**src/rtl/pga_gain_sequencer_if.sv**
```systemverilog
// Bundles the gain-request, status and PGA SPI pin signals of the gain sequencer.
// Signal suffixes are taken from the sequencer's point of view.
interface pga_gain_sequencer_if;
    logic [7:0] gain_dB_i;
    logic       set_gain_i;
    logic       pga_sclk_o;
    logic       pga_mosi_o;
    logic       pga_cs_n_o;
    logic       blank_o;
    logic       busy_o;
    logic [7:0] gain_applied_o;
    logic       done_o;

    modport master (
        output gain_dB_i, set_gain_i,
        input  pga_sclk_o, pga_mosi_o, pga_cs_n_o, blank_o, busy_o, gain_applied_o, done_o
    );

    modport slave (
        input  gain_dB_i, set_gain_i,
        output pga_sclk_o, pga_mosi_o, pga_cs_n_o, blank_o, busy_o, gain_applied_o, done_o
    );
endinterface

```
**src/rtl/pga_gain_sequencer.sv**
```systemverilog
// Clamps gain requests, writes them to the PGA as 16-bit SPI frames (mode 0, MSB first)
// and blanks the sample pipeline for a fixed settle time after every write.
module pga_gain_sequencer #(
    parameter int         CLK_DIV       = 4,
    parameter int         SETTLE_CYCLES = 1000,
    parameter int         MIN_GAIN_DB   = -8,
    parameter int         MAX_GAIN_DB   = 40,
    parameter int         INIT_GAIN_DB  = 0,
    parameter logic [7:0] CMD_BYTE      = 8'h2A
) (
    input  logic                 clk,
    input  logic                 rst_n,
    pga_gain_sequencer_if.slave  bus
);

    localparam int DIV_W = (CLK_DIV > 1) ? $clog2(CLK_DIV) : 1;
    localparam int SET_W = (SETTLE_CYCLES > 1) ? $clog2(SETTLE_CYCLES) : 1;
    localparam logic [DIV_W-1:0] DIV_LAST = DIV_W'(CLK_DIV - 1);
    localparam logic [SET_W-1:0] SET_LAST = SET_W'(SETTLE_CYCLES - 1);
    localparam int INIT_CLAMP = (INIT_GAIN_DB < MIN_GAIN_DB) ? MIN_GAIN_DB :
                                (INIT_GAIN_DB > MAX_GAIN_DB) ? MAX_GAIN_DB : INIT_GAIN_DB;
    localparam logic [7:0] INIT_REQ     = 8'(INIT_CLAMP);
    localparam logic [7:0] INIT_APPLIED = 8'(INIT_GAIN_DB);
    localparam logic [7:0] MIN_CODE_OFS = 8'(MIN_GAIN_DB);

    typedef enum logic [1:0] {IDLE, LOAD, SHIFT, SETTLE} state_t;

    function automatic logic [7:0] clamp_gain(input logic [7:0] g);
        int v;
        v = int'($signed(g));
        if (v < MIN_GAIN_DB)      v = MIN_GAIN_DB;
        else if (v > MAX_GAIN_DB) v = MAX_GAIN_DB;
        return v[7:0];
    endfunction

    state_t           state_q, state_d;
    logic             pending_q, pending_d;
    logic [7:0]       req_q, req_d;
    logic [7:0]       cur_q, cur_d;
    logic [7:0]       applied_q, applied_d;
    logic [15:0]      frame_q, frame_d;
    logic [3:0]       bit_q, bit_d;
    logic [DIV_W-1:0] div_q, div_d;
    logic             phase_q, phase_d;
    logic [SET_W-1:0] settle_q, settle_d;
    logic             cs_n_q, sclk_q, mosi_q;
    logic             cs_n_d, sclk_d, mosi_d;

    always_comb begin
        state_d   = state_q;
        pending_d = pending_q;
        req_d     = req_q;
        cur_d     = cur_q;
        applied_d = applied_q;
        frame_d   = frame_q;
        bit_d     = bit_q;
        div_d     = div_q;
        phase_d   = phase_q;
        settle_d  = settle_q;

        if (bus.set_gain_i) begin
            req_d = clamp_gain(bus.gain_dB_i);
        end

        case (state_q)
            IDLE: begin
                if (pending_q) begin
                    if (req_q == applied_q) pending_d = 1'b0;
                    else                    state_d   = LOAD;
                end
            end
            LOAD: begin
                frame_d   = {CMD_BYTE, req_q - MIN_CODE_OFS};
                pending_d = 1'b0;
                cur_d     = req_q;
                bit_d     = 4'd15;
                div_d     = '0;
                phase_d   = 1'b0;
                state_d   = SHIFT;
            end
            SHIFT: begin
                if (div_q == DIV_LAST) begin
                    div_d = '0;
                    if (!phase_q) begin
                        phase_d = 1'b1;
                    end else begin
                        phase_d = 1'b0;
                        if (bit_q == 4'd0) begin
                            state_d   = SETTLE;
                            settle_d  = '0;
                            applied_d = cur_q;
                        end else begin
                            bit_d   = bit_q - 4'd1;
                            frame_d = {frame_q[14:0], 1'b0};
                        end
                    end
                end else begin
                    div_d = div_q + 1'b1;
                end
            end
            SETTLE: begin
                if (settle_q == SET_LAST) state_d  = IDLE;
                else                      settle_d = settle_q + 1'b1;
            end
            default: state_d = IDLE;
        endcase

        // A strobe always leaves a request pending, even when LOAD consumes one this cycle.
        if (bus.set_gain_i) begin
            pending_d = 1'b1;
        end

        // Pins are registered from next-state values so they never glitch.
        cs_n_d = (state_d != SHIFT);
        sclk_d = (state_d == SHIFT) && phase_d;
        mosi_d = (state_d == SHIFT) && frame_d[15];
    end

    always_ff @(posedge clk or negedge rst_n) begin
        if (!rst_n) begin
            state_q   <= LOAD;
            pending_q <= 1'b1;
            req_q     <= INIT_REQ;
            cur_q     <= INIT_REQ;
            applied_q <= INIT_APPLIED;
            frame_q   <= '0;
            bit_q     <= '0;
            div_q     <= '0;
            phase_q   <= 1'b0;
            settle_q  <= '0;
            cs_n_q    <= 1'b1;
            sclk_q    <= 1'b0;
            mosi_q    <= 1'b0;
        end else begin
            state_q   <= state_d;
            pending_q <= pending_d;
            req_q     <= req_d;
            cur_q     <= cur_d;
            applied_q <= applied_d;
            frame_q   <= frame_d;
            bit_q     <= bit_d;
            div_q     <= div_d;
            phase_q   <= phase_d;
            settle_q  <= settle_d;
            cs_n_q    <= cs_n_d;
            sclk_q    <= sclk_d;
            mosi_q    <= mosi_d;
        end
    end

    assign bus.pga_cs_n_o     = cs_n_q;
    assign bus.pga_sclk_o     = sclk_q;
    assign bus.pga_mosi_o     = mosi_q;
    assign bus.busy_o         = (state_q != IDLE);
    assign bus.blank_o        = (state_q != IDLE);
    assign bus.done_o         = (state_q == SETTLE) && (settle_q == SET_LAST);
    assign bus.gain_applied_o = applied_q;

endmodule

```
**src/flat_wrapper.sv**
```systemverilog
// flat-port wrapper written by rule: the top's interface ports become plain ports
module pga_gain_sequencer_flat 
#(
    parameter int         CLK_DIV       = 4,
    parameter int         SETTLE_CYCLES = 1000,
    parameter int         MIN_GAIN_DB   = -8,
    parameter int         MAX_GAIN_DB   = 40,
    parameter int         INIT_GAIN_DB  = 0,
    parameter logic [7:0] CMD_BYTE      = 8'h2A
)
  (clk, rst_n, bus_gain_dB_i, bus_set_gain_i, bus_pga_sclk_o, bus_pga_mosi_o, bus_pga_cs_n_o, bus_blank_o, bus_busy_o, bus_gain_applied_o, bus_done_o);
  pga_gain_sequencer_if bus_i ();
  input  logic clk;
  input  logic rst_n;
  input wire logic [$bits(bus_i.gain_dB_i)-1:0] bus_gain_dB_i;
  input wire logic [$bits(bus_i.set_gain_i)-1:0] bus_set_gain_i;
  output wire logic [$bits(bus_i.pga_sclk_o)-1:0] bus_pga_sclk_o;
  output wire logic [$bits(bus_i.pga_mosi_o)-1:0] bus_pga_mosi_o;
  output wire logic [$bits(bus_i.pga_cs_n_o)-1:0] bus_pga_cs_n_o;
  output wire logic [$bits(bus_i.blank_o)-1:0] bus_blank_o;
  output wire logic [$bits(bus_i.busy_o)-1:0] bus_busy_o;
  output wire logic [$bits(bus_i.gain_applied_o)-1:0] bus_gain_applied_o;
  output wire logic [$bits(bus_i.done_o)-1:0] bus_done_o;
  assign bus_i.gain_dB_i = bus_gain_dB_i;
  assign bus_i.set_gain_i = bus_set_gain_i;
  assign bus_pga_sclk_o = bus_i.pga_sclk_o;
  assign bus_pga_mosi_o = bus_i.pga_mosi_o;
  assign bus_pga_cs_n_o = bus_i.pga_cs_n_o;
  assign bus_blank_o = bus_i.blank_o;
  assign bus_busy_o = bus_i.busy_o;
  assign bus_gain_applied_o = bus_i.gain_applied_o;
  assign bus_done_o = bus_i.done_o;
  pga_gain_sequencer #(.CLK_DIV(CLK_DIV), .SETTLE_CYCLES(SETTLE_CYCLES), .MIN_GAIN_DB(MIN_GAIN_DB), .MAX_GAIN_DB(MAX_GAIN_DB), .INIT_GAIN_DB(INIT_GAIN_DB), .CMD_BYTE(CMD_BYTE)) u_core (.clk(clk), .rst_n(rst_n), .bus(bus_i));
endmodule
```
**config.mk**
```make
export PLATFORM = sky130hd
export DESIGN_NAME = pga_gain_sequencer_flat
export DESIGN_NICKNAME = d
export VERILOG_FILES = /design/src/rtl/pga_gain_sequencer_if.sv /design/src/rtl/pga_gain_sequencer.sv /design/src/flat_wrapper.sv
export SDC_FILE = /design/constraint.sdc
export NUM_CORES = 1
export LEC_CHECK = 0
export BUFFER_PORTS_ARGS = -buffer_cell sky130_fd_sc_hd__buf_2
export CELL_PAD_IN_SITES_DETAIL_PLACEMENT = 1
export CELL_PAD_IN_SITES_GLOBAL_PLACEMENT = 2
export CORE_UTILIZATION = 42
export DETAILED_ROUTE_END_ITERATION = 12
export PLACE_DENSITY = 0.87
export SYNTH_ARGS = -nofsm -noshare
export SYNTH_HDL_FRONTEND = slang
export SYNTH_SLANG_ARGS = --single-unit
```
**constraint.sdc**
```tcl
create_clock -name clk -period 3.68 [get_ports clk]
set_input_delay 0.368 -clock clk [delete_from_list [all_inputs] [get_ports clk]]
set_output_delay 0.368 -clock clk [all_outputs]
set_load 0.02 [all_outputs]
```
==> run summary <==
The run finished, with violations left. The final reports fail on negative hold slack. The top cell types in the final layout, fill and taps aside, are sky130_fd_sc_hd__dfrtp_1 (60), sky130_fd_sc_hd__nand2_1 (36), sky130_fd_sc_hd__o21ai_0 (27). The logs give 0.483 for the end-of-flow core utilization and -0.00890 ns for the worst hold slack. Summed over all layers, the routed wires come to 8040 um. The routability congestion estimate from global placement was 0.753; the initial antenna violation count was 0. Clock-pin slew was measured on the worst setup and hold paths at 0.08 ns. The floorplan step set the die height to 91.6 um. The path category of the worst min-delay check was input port to asynchronous set/reset pin.

The initialized floorplan defines 32 standard-cell rows. The CTS sink count was 63. Antenna cell count: 0.

Counting distinct cell types in the post-synthesis netlist gives 58. Setup total negative slack on the finished layout was measured at 0 ns. Fraction of layout instances using a drive strength above 1: 0.176. STA classifies the critical path startpoint as a flip-flop.

The count of instances resized after the clock tree is built was 0; the gate count of the mapped netlist was 344. Number of placed instances, taps included: 456. At the pin with the least slew margin, the transition time is 0.743 ns. Max-cap violations in this run came to 0. The clock network latency to the later pin of the worst-skew pair came out at 0.34 ns. The run gives 0.469 as the sequential area share after synthesis. Summing over every cut layer, the via total after detailed routing is 2673. The post-synthesis async set-or-reset flop share was 1.00; the average via count per standard cell was 5.66. Power spread over the standard cell area amounts to 617 nW/um^2. The run gives 5750 um as the placed wire-length estimate. For the finished layout, the period the worst path requires is 2.76 ns. Counting flops with a built-in enable in the synthesized netlist gives 0. On the final layout, the worst clock skew is 0.00989 ns. The first global-routing pass estimated 14000 um of wire. Setup repair after global routing left no endpoint under its margin. Final hold violation count: 8. The number of nets handed over by synthesis was 364.

The mean routed wirelength per cell was 17.0 um. The run gives 363 MHz as the achievable clock frequency. Number of iterations in the first detailed-routing pass: 4. The fraction of the cycle the final worst path needs was 0.749.

The post-synthesis cell type with the largest combined area was sky130_fd_sc_hd__dfrtp_1. Across the VDD grid, the largest voltage drop is 0.384 mV. Entering global routing, the biggest net connects 43 pins. TritonCTS built the clock tree. Number of global-route vias before repair: 2825. The logs give 385 for the total number of nets in the final design and 25 for the number of top-level pins. For this design the static power due to leakage is 1.60 nW. By area the synthesized netlist is led by sky130_fd_sc_hd__dfrtp_1 (45%), sky130_fd_sc_hd__nand2_1 (4.0%), sky130_fd_sc_hd__o21ai_0 (4.0%), sky130_fd_sc_hd__ha_1 (3.3%), sky130_fd_sc_hd__mux2_2 (3.3%). Clock tree synthesis selected as its root buffer the cell sky130_fd_sc_hd__clkbuf_8. The floorplan step defined a die boundary enclosing 8380 um^2. Commonest non-fill, non-tap cell in the layout: sky130_fd_sc_hd__dfrtp_1.

The logs give 0.504 for the worst relative slew slack and 9 for the number of buffers inserted during clock tree synthesis. Predominant post-synthesis flop cell: sky130_fd_sc_hd__dfrtp_1. The floorplan step defined a core boundary enclosing 7730 um^2. In this run, post-CTS hold repair placed 0 buffers. The mean instance size in the synthesized netlist is 9.79 um^2. For the worst setup path, the data required time is 3.31 ns. The floorplan step set the die width to 91.6 um.

After detailed routing, the number of remaining DRC violations is 0. Leaving out filler cells and counting taps, the final layout contains 472. CTS built an H-tree with a depth of 3. The portion of synthesized cell area occupied by the leading cell type was 0.446.

The kind of critical path was flip-flop to primary output. The clock passes through at most 2 buffers. Compared with the post-synthesis result, the final layout area differs by 10.8%. The run gives 0 as the number of setup violations in the final report. The total of buffers placed on input and output ports is 24.

The logs give 0 for the final number of max-transition violations and 881 for the number of fillers in the final layout. The detail route stage leaves a number of antenna-violating nets equal to 0. The number of post-CTS setup repair buffers was 0; the sum of overflow across all layers after global routing was 0. The tools report the type of destination of the critical path as a primary output. Total global-route track usage: 0.216. In this run the cell area of the synthesized design comes to 3370 um^2.

The arrival time of data at the critical path endpoint is 2.39 ns, and the post-synthesis sequential element count is 63. Of all nets on the critical path, the largest fanout is 12. The violation count after the first detailed-routing iteration is 99, and the effective utilization at floorplan is 0.436. For the count of warnings emitted by yosys, the log shows 0.
==> report_power, final <==
part           switching [W]  internal (W)  total [W]
Clock               0.000293      0.000265   0.000558
Combinational       0.000522      0.000289   0.000811
Sequential          0.000100      0.000835   0.000935
==> cells in the mapped netlist, drive strengths merged (6+ instances only) <==
master and instances:
dfrtp 60, clkbuf 8, o31ai 6, a21oi 16, nand2 36, mux2i 6
ha 9, o21ai 27, buf 9, inv 17, nor2 26, xnor2 10
mux2 10, nand4 8, nand3 15
==> kinds of logic after synthesis <==
| family | Yosys count | share of synthesized area |
|---|---|---|
| multiplexers | 16 | 0.0513 |
| AO/OA/AOI/OAI | 89 | 0.181 |
| AND/OR/NAND/NOR | 120 | 0.186 |
| buffers and inverters | 34 | 0.0453 |
| XOR/XNOR | 13 | 0.0338 |
| flip-flops | 63 | 0.469 |
| adder cells (fa/ha/maj) | 9 | 0.0334 |
==> per-layer routing <==
| metal | share of wire | GRT usage | routed length [um] |
|---|---|---|---|
| met5 | 0 | 0 | 0 |
| met2 | 0.50 | 0.367 | 4050 |
| met4 | 0.0090 | 0.0556 | 72 |
| met1 | 0.46 | 0.273 | 3700 |
| met3 | 0.027 | 0.0536 | 217 |
==> critical path, cell delays in order (launching register included) <==
cell	delay, ns
sky130_fd_sc_hd__dfstp_2	0.58
sky130_fd_sc_hd__ha_1	0.47
sky130_fd_sc_hd__inv_1	0.18
sky130_fd_sc_hd__nor4_4	0.55
sky130_fd_sc_hd__buf_2	0.27
==> state kept, by name, indices dropped and copies added, names as in the netlist <==
register and cells:
u_core.bus.pga_cs_n_o 1, u_core.div_q 2, u_core.cur_q 8, u_core.frame_q 16, u_core.settle_q 10, u_core.bus.pga_sclk_o 1
u_core.phase_q 1, u_core.bus.pga_mosi_o 1, u_core.pending_q 1, u_core.bit_q 4, u_core.bus.gain_applied_o 8, u_core.state_q 2
u_core.req_q 8
==> stage by stage <==
step                setup slack [ns]  power, W  instance area, um^2
floorplan                       1.61   0.00156                 3370
global placement                1.36   0.00174                 3550
detailed placement              1.27   0.00177                 3550
CTS                            0.897   0.00233                 3730
global route                   0.759   0.00247                 3730
finish                         0.923   0.00230                 3730
==> worst paths after layout <==
check	startpoint	slack (ns)	cells after the start	endpoint
max in group asynchronous	rst_n	2.74	2	u_core.state_q[0]$_DFF_PN1_
min	rst_n	-0.009	1	u_core.settle_q[8]$_DFFE_PN0P_
max	u_core.state_q[0]$_DFF_PN1_	0.92	4	bus_done_o
min reg2reg	u_core.cur_q[3]$_DFFE_PN0P_	0.51	1	u_core.cur_q[3]$_DFFE_PN0P_
min in group clk	bus_gain_dB_i[0]	0.30	3	u_core.req_q[0]$_DFFE_PN0P_
max reg2reg	u_core.state_q[0]$_DFF_PN1_	1.32	6	u_core.settle_q[9]$_DFFE_PN0P_
==> area by class of cell <==
type	instances	area [um^2]	share of cell area
multi-input combinational	247	1640	0.438
sequential	63	1580	0.423
timing repair buffer	27	143	0.0382
clock buffer	10	138	0.0369
tap	102	128	0.0342
inverter	17	63.8	0.0171
clock inverter	6	45.0	0.0121
Power figures use the tool's default switching activity.
